==> src/rtl/serial_adder.sv <==
// Bit-serial WIDTH-bit adder: LSB-first through one full-adder cell, one bit per clock.
// Optional subtract mode enabled by defining SERIAL_ADDER_SUB_EN (adds the sub port).
module serial_adder #(
    parameter int WIDTH = 8
) (
    input  logic             clk,
    input  logic             rst_n,
    input  logic             start,
    input  logic [WIDTH-1:0] a,
    input  logic [WIDTH-1:0] b,
    input  logic             cin,
`ifdef SERIAL_ADDER_SUB_EN
    input  logic             sub,
`endif
    output logic             busy,
    output logic             done,
    output logic [WIDTH-1:0] sum,
    output logic             cout,
    output logic             ovf
);

    localparam int CW = $clog2(WIDTH);

    typedef enum logic [1:0] {
        S_IDLE = 2'd0,
        S_RUN  = 2'd1,
        S_DONE = 2'd2
    } state_t;

    state_t           r_state;
    state_t           w_state_next;
    logic [WIDTH-1:0] r_a;
    logic [WIDTH-1:0] r_b;
    logic [WIDTH-1:0] r_res;
    logic             r_c;
    logic [CW-1:0]    r_cnt;
    logic [WIDTH-1:0] r_sum;
    logic             r_cout;
    logic             r_ovf;

    logic             w_accept;
    logic             w_last;
    logic             w_s;
    logic             w_cnext;
    logic [WIDTH-1:0] w_res_next;
    logic [WIDTH-1:0] w_b_load;
    logic             w_c_load;

    // A new request is only honoured when no operation is in flight.
    assign w_accept   = start && (r_state != S_RUN);
    assign w_last     = (r_state == S_RUN) && (r_cnt == CW'(WIDTH - 1));
    assign w_s        = r_a[0] ^ r_b[0] ^ r_c;
    assign w_cnext    = (r_a[0] & r_b[0]) | (r_a[0] & r_c) | (r_b[0] & r_c);
    assign w_res_next = {w_s, r_res[WIDTH-1:1]};

`ifdef SERIAL_ADDER_SUB_EN
    // Subtraction is A + ~B + 1; cin is not used in that mode.
    assign w_b_load = sub ? ~b : b;
    assign w_c_load = sub ? 1'b1 : cin;
`else
    assign w_b_load = b;
    assign w_c_load = cin;
`endif

    always_ff @(posedge clk or negedge rst_n) begin
        if (!rst_n) begin
            r_state <= S_IDLE;
        end else begin
            r_state <= w_state_next;
        end
    end

    always_comb begin
        w_state_next = r_state;
        case (r_state)
            S_IDLE:  if (start) w_state_next = S_RUN;
            S_RUN:   if (w_last) w_state_next = S_DONE;
            S_DONE:  w_state_next = start ? S_RUN : S_IDLE;
            default: w_state_next = S_IDLE;
        endcase
    end

    always_comb begin
        busy = 1'b0;
        done = 1'b0;
        case (r_state)
            S_RUN:   busy = 1'b1;
            S_DONE:  done = 1'b1;
            default: ;
        endcase
    end

    always_ff @(posedge clk or negedge rst_n) begin
        if (!rst_n) begin
            r_a    <= '0;
            r_b    <= '0;
            r_res  <= '0;
            r_c    <= 1'b0;
            r_cnt  <= '0;
            r_sum  <= '0;
            r_cout <= 1'b0;
            r_ovf  <= 1'b0;
        end else if (w_accept) begin
            r_a   <= a;
            r_b   <= w_b_load;
            r_c   <= w_c_load;
            r_res <= '0;
            r_cnt <= '0;
        end else if (r_state == S_RUN) begin
            r_a   <= r_a >> 1;
            r_b   <= r_b >> 1;
            r_res <= w_res_next;
            r_c   <= w_cnext;
            r_cnt <= r_cnt + 1'b1;
            // r_c still holds the carry into the MSB on the final bit.
            if (w_last) begin
                r_sum  <= w_res_next;
                r_cout <= w_cnext;
                r_ovf  <= r_c ^ w_cnext;
            end
        end
    end

    assign sum  = r_sum;
    assign cout = r_cout;
    assign ovf  = r_ovf;

endmodule
==> config.mk <==
export PLATFORM = sky130hd
export DESIGN_NAME = serial_adder
export DESIGN_NICKNAME = d
export VERILOG_FILES = /design/src/rtl/serial_adder.sv
export SDC_FILE = /design/constraint.sdc
export NUM_CORES = 1
export LEC_CHECK = 0
export ABC_AREA = 1
export BUFFER_PORTS_ARGS = -buffer_cell sky130_fd_sc_hd__buf_2
export CORE_MARGIN = 3
export CORE_UTILIZATION = 33
export DETAILED_ROUTE_END_ITERATION = 8
export SKIP_LAST_GASP = 1
export SYNTH_ARGS = -nofsm -noshare
export SYNTH_HDL_FRONTEND = slang
export SYNTH_SLANG_ARGS = --single-unit
export TNS_END_PERCENT = 100
==> constraint.sdc <==
create_clock -name clk -period 1.38 [get_ports clk]
set_input_delay 0.138 -clock clk [delete_from_list [all_inputs] [get_ports clk]]
set_output_delay 0.138 -clock clk [all_outputs]
set_load 0.01 [all_outputs]
==> impl_table.tex, run 1 <==
\begin{tabular}{lr}
\hline
Metric & Value \\
\hline
\multicolumn{2}{l}{\textbf{Cells and area}} \\
Post-layout net count & 249 \\
ANT cells & 0 \\
Proportion of layout cells with a drive suffix above 1 & 22.47\% \\
Syn-to-layout area delta & 17.60\% \\
\multicolumn{2}{l}{\textbf{Timing}} \\
RSZ-0062 raised after global routing & no \\
Setup Skew & approximately 0.004 ns \\
Final critical-path setup slack & 0.1331 ns \\
Final Hold Viols & 0 \\
Share of the clock period used by the worst path after layout & 90.35\% \\
Peak clock frequency supported by timing & approximately 0.8 GHz \\
Minimum clock period after layout & 1.247 ns \\
Setup violators final & 0 \\
Number of max-slew violations in the final report & 0 \\
Worst max-slew margin expressed relative to the limit & 67.67\% \\
Hold Slack & roughly 0.07 ns \\
Slew at the pin with the worst max-slew slack & 0.4843 ns \\
\multicolumn{2}{l}{\textbf{Yosys}} \\
Combinational family with the most area after synthesis & simple AND/OR/NAND/NOR gates \\
Post-synthesis cell count & about 190 \\
Area fraction in compound gates after synthesis & 0.6438\% \\
Nets in the synthesized netlist & $\sim$220 \\
Area share of the leading cell type in the synthesized netlist & 55.79\% \\
Number of distinct library cells after synthesis & 15 \\
Synth Area in Simple Gates & 33.26\% \\
Top flip-flop cell by instance count after synthesis & dfrtp\_1 \\
Most instantiated library cell after synthesis & nand2\_1 \\
Post-synthesis cell area & 1749 um2 \\
Warnings, synthesis & 0 \\
Sequential share of the synthesized area & 55.79\% \\
Post-synthesis share of cell area spent on full adders, half adders and majority gates & 2.575\% \\
Synthesized-area fraction occupied by xor and xnor cells & 0\% \\
Most frequent cells after synthesis & 68 x nand2\_1, 59 x nand3\_1, 39 x dfrtp\_1 \\
Number of synthesized flops with an enable pin & 0 \\
Top post-synthesis cells by area & dfrtp\_1 56\%, nand3\_1 17\%, nand2\_1 15\%, buf\_6 5.2\%, ha\_1 1.4\% \\
Async set-or-reset flop fraction in the synthesized netlist & 100.0\% \\
Number of storage elements in the synthesis netlist & 39 \\
Post-Synthesis Mean Instance Area & approximately 9.0 um2 \\
Cell type with the highest aggregate area in the netlist & dfrtp\_1 \\
Proportion of synthesized area in mux cells & 0\% \\
\multicolumn{2}{l}{\textbf{Floorplan}} \\
Std cell rows & 25 \\
DIE HEIGHT & 78.81 um \\
X dimension of the die & 78.81 um \\
Core Area & 4911 um2 \\
Die ar. & 6210 um2 \\
Initial core utilization & 35.62\% \\
Number of top-level pins & 32 \\
\multicolumn{2}{l}{\textbf{CTS}} \\
CTS Root Buffer Type & clkbuf\_8 \\
Count of clock tree sinks & 39 \\
Clock-pin slew of the registers on the worst-case setup and hold paths & 0.08 ns \\
TritonCTS clock tree & yes \\
Post-CTS setup repair buffer count & 0 \\
H-tree Lvls & 2 \\
Worst-case clock buffer depth & 2 \\
Number of buffers created by CTS & 5 \\
Clock latency reported for the late side of the worst-skew pair & 0.30 ns \\
\multicolumn{2}{l}{\textbf{Route}} \\
DRC violation count after routing & 0 \\
Remaining antenna violation count & 0 \\
Detail-routed net length per standard cell & 11.95 um \\
Number of vias per cell & 4.656 \\
Starting DRT DRC Count & 121 \\
Number of iterations in the first detailed-routing pass & 4 \\
Total via count after detailed routing & between 1000 and 1500 \\
Total detailed-routing wirelength & 3512 um \\
\multicolumn{2}{l}{\textbf{Power}} \\
Total power of the final layout & 4.270 mW \\
Static leakage power & 1.083 nW \\
Worst supply voltage drop on vdd & 0.0008438 V \\
Power per cell area & between 2000 and 2500 nW/um2 \\
\multicolumn{2}{l}{\textbf{Worst setup path}} \\
Ordered list of cells on the worst path & inv\_2 > nor2\_4 > buf\_2 \\
Crit path arrival time & 1.11 ns \\
Endpoint required time on the critical path & around 1.2 ns \\
WP buf/inv & 2 \\
Critical Setup Path Class & reg -> out \\
Critical Path End Type & output pin \\
Dominant delay contributor by cell family on the critical path & flip-flops \\
Cell type of the slowest stage on the worst timing path & dfrtp\_1 \\
Type of origin of the critical path & flop \\
Crit-path max cell delay & 0.43 ns \\
Maximum fanout along the worst path & 4 \\
\multicolumn{2}{l}{\textbf{GRT}} \\
Antenna violations before repair & 0 \\
Number of global-route vias before repair & approximately 1300 \\
GRT Total Usage & 12.57\% \\
Global route overflow & 0 \\
Maximum number of pins on one net before global-route repair & 47 \\
First-pass GRT wire length & just over 6000 um \\
\multicolumn{2}{l}{\textbf{Placement}} \\
RD Place Congestion & 0.7086 \\
Post-DP HPWL & 2144 um \\
Worst Setup Slack post-DPL & -0.1409 ns \\
PortBufs & 31 \\
\multicolumn{2}{l}{\textbf{Worst hold path}} \\
Worst hold path class & in -> reg \\
\multicolumn{2}{l}{\textbf{Run status}} \\
Outcome & complete, no violations \\
\multicolumn{2}{l}{\textbf{Run}} \\
MaxCap Viol Count & 0 \\
\hline
\end{tabular}
## layer usage
layer / GRT usage (%) / part of all wire [%] / vias up
li1: - / - / 698
met1: 17.61 / 52 / 626
met2: 18.00 / 40 / 39
met3: 4.422 / 6.1 / 6
met4: 4.196 / 1.5 / 0
met5: 0 / 0 / -
## worst paths after layout
path / slack (ns) / startpoint / cells past startpoint / end
worst max-delay path: 0.13 / r_state[0] / 3 / busy
worst min register to register: 0.48 / sum[5] / 2 / sum[5]
worst min-delay path: 0.07 / b[7] / 3 / r_b[7]
min in group asynchronous: 0.34 / rst_n / 3 / r_state[0]
max in group asynchronous: 0.84 / rst_n / 3 / r_a[1]
worst max register to register: 0.14 / r_a[0] / 5 / ovf
## kinds of logic (layout without fill, tap and decap cells)
group / Yosys count / count (layout)
adder cells (fa/ha/maj): 3 / 3
buffers and inverters: 18 / 51
flip-flops: 39 / 39
AND/OR/NAND/NOR: 132 / 132
AO/OA/AOI/OAI: 2 / 2
## repair_timing
item	4_1_cts	5_1_grt
hold buffers	1	0
resized for setup	1	2
endpoints found under the hold margin	39	0
endpoints found under the setup margin	11	10
## cells in the final DEF (no fill, tap or decap)
| cell type | Yosys | layout |
|---|---|---|
| clkinv_2 | 0 | 3 |
| ha_1 | 2 | 2 |
| clkbuf_8 | 0 | 5 |
| buf_2 | 3 | 31 |
| nand3_1 | 59 | 59 |
| nand2_4 | 0 | 1 |
| buf_4 | 1 | 2 |
| fa_1 | 1 | 1 |
| nor2_1 | 2 | 1 |
| inv_2 | 3 | 3 |
| nand2_1 | 68 | 68 |
| nand2_2 | 2 | 1 |
| dlygate4sd3_1 | 0 | 1 |
| dfrtp_1 | 39 | 39 |
| nor2_4 | 1 | 2 |
| o21ai_1 | 1 | 1 |
| buf_12 | 0 | 3 |
| o22ai_1 | 1 | 1 |
| inv_1 | 3 | 3 |
## metrics by stage
stage / instances / util (%) / TNS [ns] / cell area (um2)
global route: 294 / 41.89 / 0 / 2057
detailed placement: 285 / 39.72 / -1.320 / 1951
finish: 294 / 41.89 / 0 / 2057
global placement: 285 / 39.72 / -0.1846 / 1951
floorplan: 194 / - / 0 / 1749
CTS: 294 / 41.68 / 0 / 2047
## registers in the layout (all words and copies together) (netlist names)
| register | flops |
|---|---|
| r_b | 8 |
| r_c | 1 |
| r_a | 8 |
| r_cnt | 3 |
| sum | 8 |
| ovf | 1 |
| r_state | 2 |
| r_res | 7 |
| cout | 1 |
## report_power, final
| part | internal, mW | switching [mW] |
|---|---|---|
| sequential | 1.62 | 0.292 |
| combinational | 0.670 | 0.929 |
| clock | 0.346 | 0.412 |
| total | 2.64 | 1.63 |
## worst register-to-register path, cell delays in order, from the launching register on
cell and delay (ns):
dfrtp_1 0.40, fa_1 0.49, nand2_1 0.10, nand2_1 0.05, nand2_1 0.05, nand2_1 0.05
## final cells by class
class	count	area [um2]
Timing Repair Buffer	37	240.2
Tap cell	67	83.83
Clock buffer	5	68.82
Fill cell	505	2854
Sequential cell	39	975.9
Inverter	6	22.52
Multi-Input combinational cell	137	650.6
Clock inverter	3	15.01
No activity file was read; power rests on OpenSTA's default activity.
==> inputs of run 2 (changes only) <==
--- a/config.mk
+++ b/config.mk
@@ -8,8 +8,9 @@
 export ABC_AREA = 1
 export BUFFER_PORTS_ARGS = -buffer_cell sky130_fd_sc_hd__buf_2
 export CORE_MARGIN = 3
-export CORE_UTILIZATION = 33
+export CORE_UTILIZATION = 25
 export DETAILED_ROUTE_END_ITERATION = 8
+export REMOVE_ABC_BUFFERS = 1
 export SKIP_LAST_GASP = 1
 export SYNTH_ARGS = -nofsm -noshare
 export SYNTH_HDL_FRONTEND = slang
==> run 2 against run 1 <==
Effect of this change: largest power group unchanged; combinational power increased by 2%; flip-flop and latch count is the same; sequential share of layout area decreased by 0.79 points; highest routed layer unchanged; non-clock buffer count is 4 higher; critical endpoint unchanged; setup slack got worse by 0.050 ns; critical path type unchanged.
==> impl_table.tex, run 2 (synthesis gave the netlist of run 1 again) <==
\begin{tabular}{lr}
\hline
Metric & Value \\
\hline
\multicolumn{2}{l}{\textbf{Timing}} \\
Worst max-slew margin expressed relative to the limit & approximately 66\% \\
RSZ-0062 raised after global routing & yes \\
Number of max-slew violations in the final report & 0 \\
Slew at the pin with the worst max-slew slack & between 0.5 and 0.6 ns \\
Final Hold Viols & 0 \\
Final critical-path setup slack & 0.08276 ns \\
Peak clock frequency supported by timing & 0.7709 GHz \\
Share of the clock period used by the worst path after layout & 94.00\% \\
Hold Slack & 0.07520 ns \\
Setup violators final & 0 \\
Setup Total Neg Slack & 0 ns \\
Minimum clock period after layout & 1.297 ns \\
Setup Skew & 0.006870 ns \\
\multicolumn{2}{l}{\textbf{Worst setup path}} \\
Endpoint required time on the critical path & 1.24 ns \\
Crit path arrival time & 1.16 ns \\
Crit-path max cell delay & 0.41 ns \\
Dominant delay contributor by cell family on the critical path & flip-flops \\
Worst flop-to-flop path endpoint & r\_b[2] \\
Type of origin of the critical path & flop \\
WP buf/inv & 3 \\
Critical Path End Type & output pin \\
Ordered list of cells on the worst path & inv\_2 > nor2\_4 > buf\_12 > buf\_2 \\
Cell depth of the worst flop-to-flop path & 5 \\
Minimum setup slack among reg-to-reg paths & 0.10 ns \\
Reg-to-reg startpoint & r\_state[1] \\
Critical Setup Path Class & reg -> out \\
Cell type of the slowest stage on the worst timing path & dfrtp\_1 \\
Maximum fanout along the worst path & 8 \\
\multicolumn{2}{l}{\textbf{Placement}} \\
Number of placed instances with taps included & 311 \\
Post-DP HPWL & 2175 um \\
PortBufs & 31 \\
Post-DP Area & $\sim$2000 um2 \\
RD Place Congestion & 0.7223 \\
Worst Setup Slack post-DPL & -0.1085 ns \\
\multicolumn{2}{l}{\textbf{Run status}} \\
Outcome & complete, no violations \\
\multicolumn{2}{l}{\textbf{Cells and area}} \\
Post-route cell area & 2092 um2 \\
Leading cell type in the layout, fill and taps excluded & nand2\_1 \\
Fin util & 31.85\% \\
Proportion of layout cells with a drive suffix above 1 & 22.94\% \\
Syn-to-layout area delta & 19.60\% \\
Top library cells by usage in the layout, fill and taps aside & 68 x nand2\_1, 59 x nand3\_1, 39 x dfrtp\_1 \\
Number of non-filler instances in the completed layout & 324 \\
ANT cells & 0 \\
Post-layout net count & 253 \\
\multicolumn{2}{l}{\textbf{CTS}} \\
Clock latency reported for the late side of the worst-skew pair & 0.29 ns \\
Count of clock tree sinks & 39 \\
H-tree Lvls & 2 \\
Worst-case clock buffer depth & 2 \\
TritonCTS clock tree & yes \\
Clock-pin slew of the registers on the worst-case setup and hold paths & 0.07 ns \\
Number of buffers created by CTS & 5 \\
CTS Root Buffer Type & clkbuf\_8 \\
\multicolumn{2}{l}{\textbf{Floorplan}} \\
Core Area & between 6000 and 7000 um2 \\
Die ar. & 8036 um2 \\
Std cell rows & 29 \\
Initial core utilization & 26.63\% \\
DIE HEIGHT & 89.65 um \\
X dimension of the die & around 90 um \\
Number of top-level pins & 32 \\
\multicolumn{2}{l}{\textbf{Worst hold path}} \\
Worst hold path class & in -> reg \\
Worst hold path cell count & 3 \\
Worst Hold Path EP & r\_b[7] \\
Critical hold path startpoint & b[7] \\
\multicolumn{2}{l}{\textbf{GRT}} \\
GRT Total Usage & 10.07\% \\
Number of global-route vias before repair & 1312 \\
First-pass GRT wire length & 6216 um \\
Global route overflow & 0 \\
Antenna violations before repair & 0 \\
Maximum number of pins on one net before global-route repair & 47 \\
\multicolumn{2}{l}{\textbf{Route}} \\
Number of iterations in the first detailed-routing pass & 4 \\
Number of vias per cell & 4.306 \\
Total detailed-routing wirelength & 3569 um \\
Remaining antenna violation count & 0 \\
DRC violation count after routing & 0 \\
Total via count after detailed routing & roughly 1400 \\
Detail-routed net length per standard cell & around 11 um \\
Starting DRT DRC Count & 96 \\
\multicolumn{2}{l}{\textbf{Power}} \\
Power per cell area & 2047 nW/um2 \\
Total power of the final layout & 4.282 mW \\
Static leakage power & 1.087 nW \\
Worst supply voltage drop on vdd & approximately 0.00073 V \\
\multicolumn{2}{l}{\textbf{Run}} \\
MaxCap Viol Count & 0 \\
\hline
\end{tabular}
==> run 2: worst reg2reg max path, cell delays in order, from the launching register on <==
cell and delay, ns:
dfrtp_1 0.41, inv_2 0.06, nand2_2 0.08, buf_4 0.40, nand3_1 0.15, nand3_1 0.11
==> run 2: area by class of cell <==
cell class | instances | area, um2
multi-input cells | 137 | 650.6
clock inverters | 1 | 5.005
repair buffers | 41 | 245.2
fillers | 715 | 4476
inverters | 6 | 22.52
flip-flops and latches | 39 | 975.9
clock buffers | 7 | 76.32
well taps | 93 | 116.4
==> run 2: worst max-delay path by stage <==
stage / startpoint / end / cells after the start
floorplan: r_state[1] / ovf / 5
global placement: r_cnt[0] / sum[0] / 6
detailed placement: r_cnt[0] / sum[0] / 6
CTS: r_state[0] / busy / 4
global route: r_state[1] / r_c / 5
finish: r_state[0] / busy / 4
==> run 2: report_power, final <==
part           leakage [nW]  internal [mW]  switching [mW]
Sequential            0.499           1.62           0.284
Clock                0.0422          0.355           0.381
Combinational         0.545          0.702           0.938
Total                  1.09           2.68            1.60
==> run 2: repair_timing <==
item / CTS / global route
buffers inserted: 1 / 3
setup endpoints to repair: 12 / 11
hold buffers: 1 / 0
pin swaps: 1 / 0
endpoints found under the hold margin: 39 / 0
gates resized for setup: 1 / 2
==> run 2: metal layers <==
metal | vias to the layer above | global-route usage [%] | part of all wire (%)
li1 | 705 | - | -
met1 | 649 | 13.57 | 50
met2 | 36 | 15.36 | 43
met3 | 5 | 2.920 | 5.4
met4 | 0 | 3.654 | 1.2
met5 | - | 0 | 0
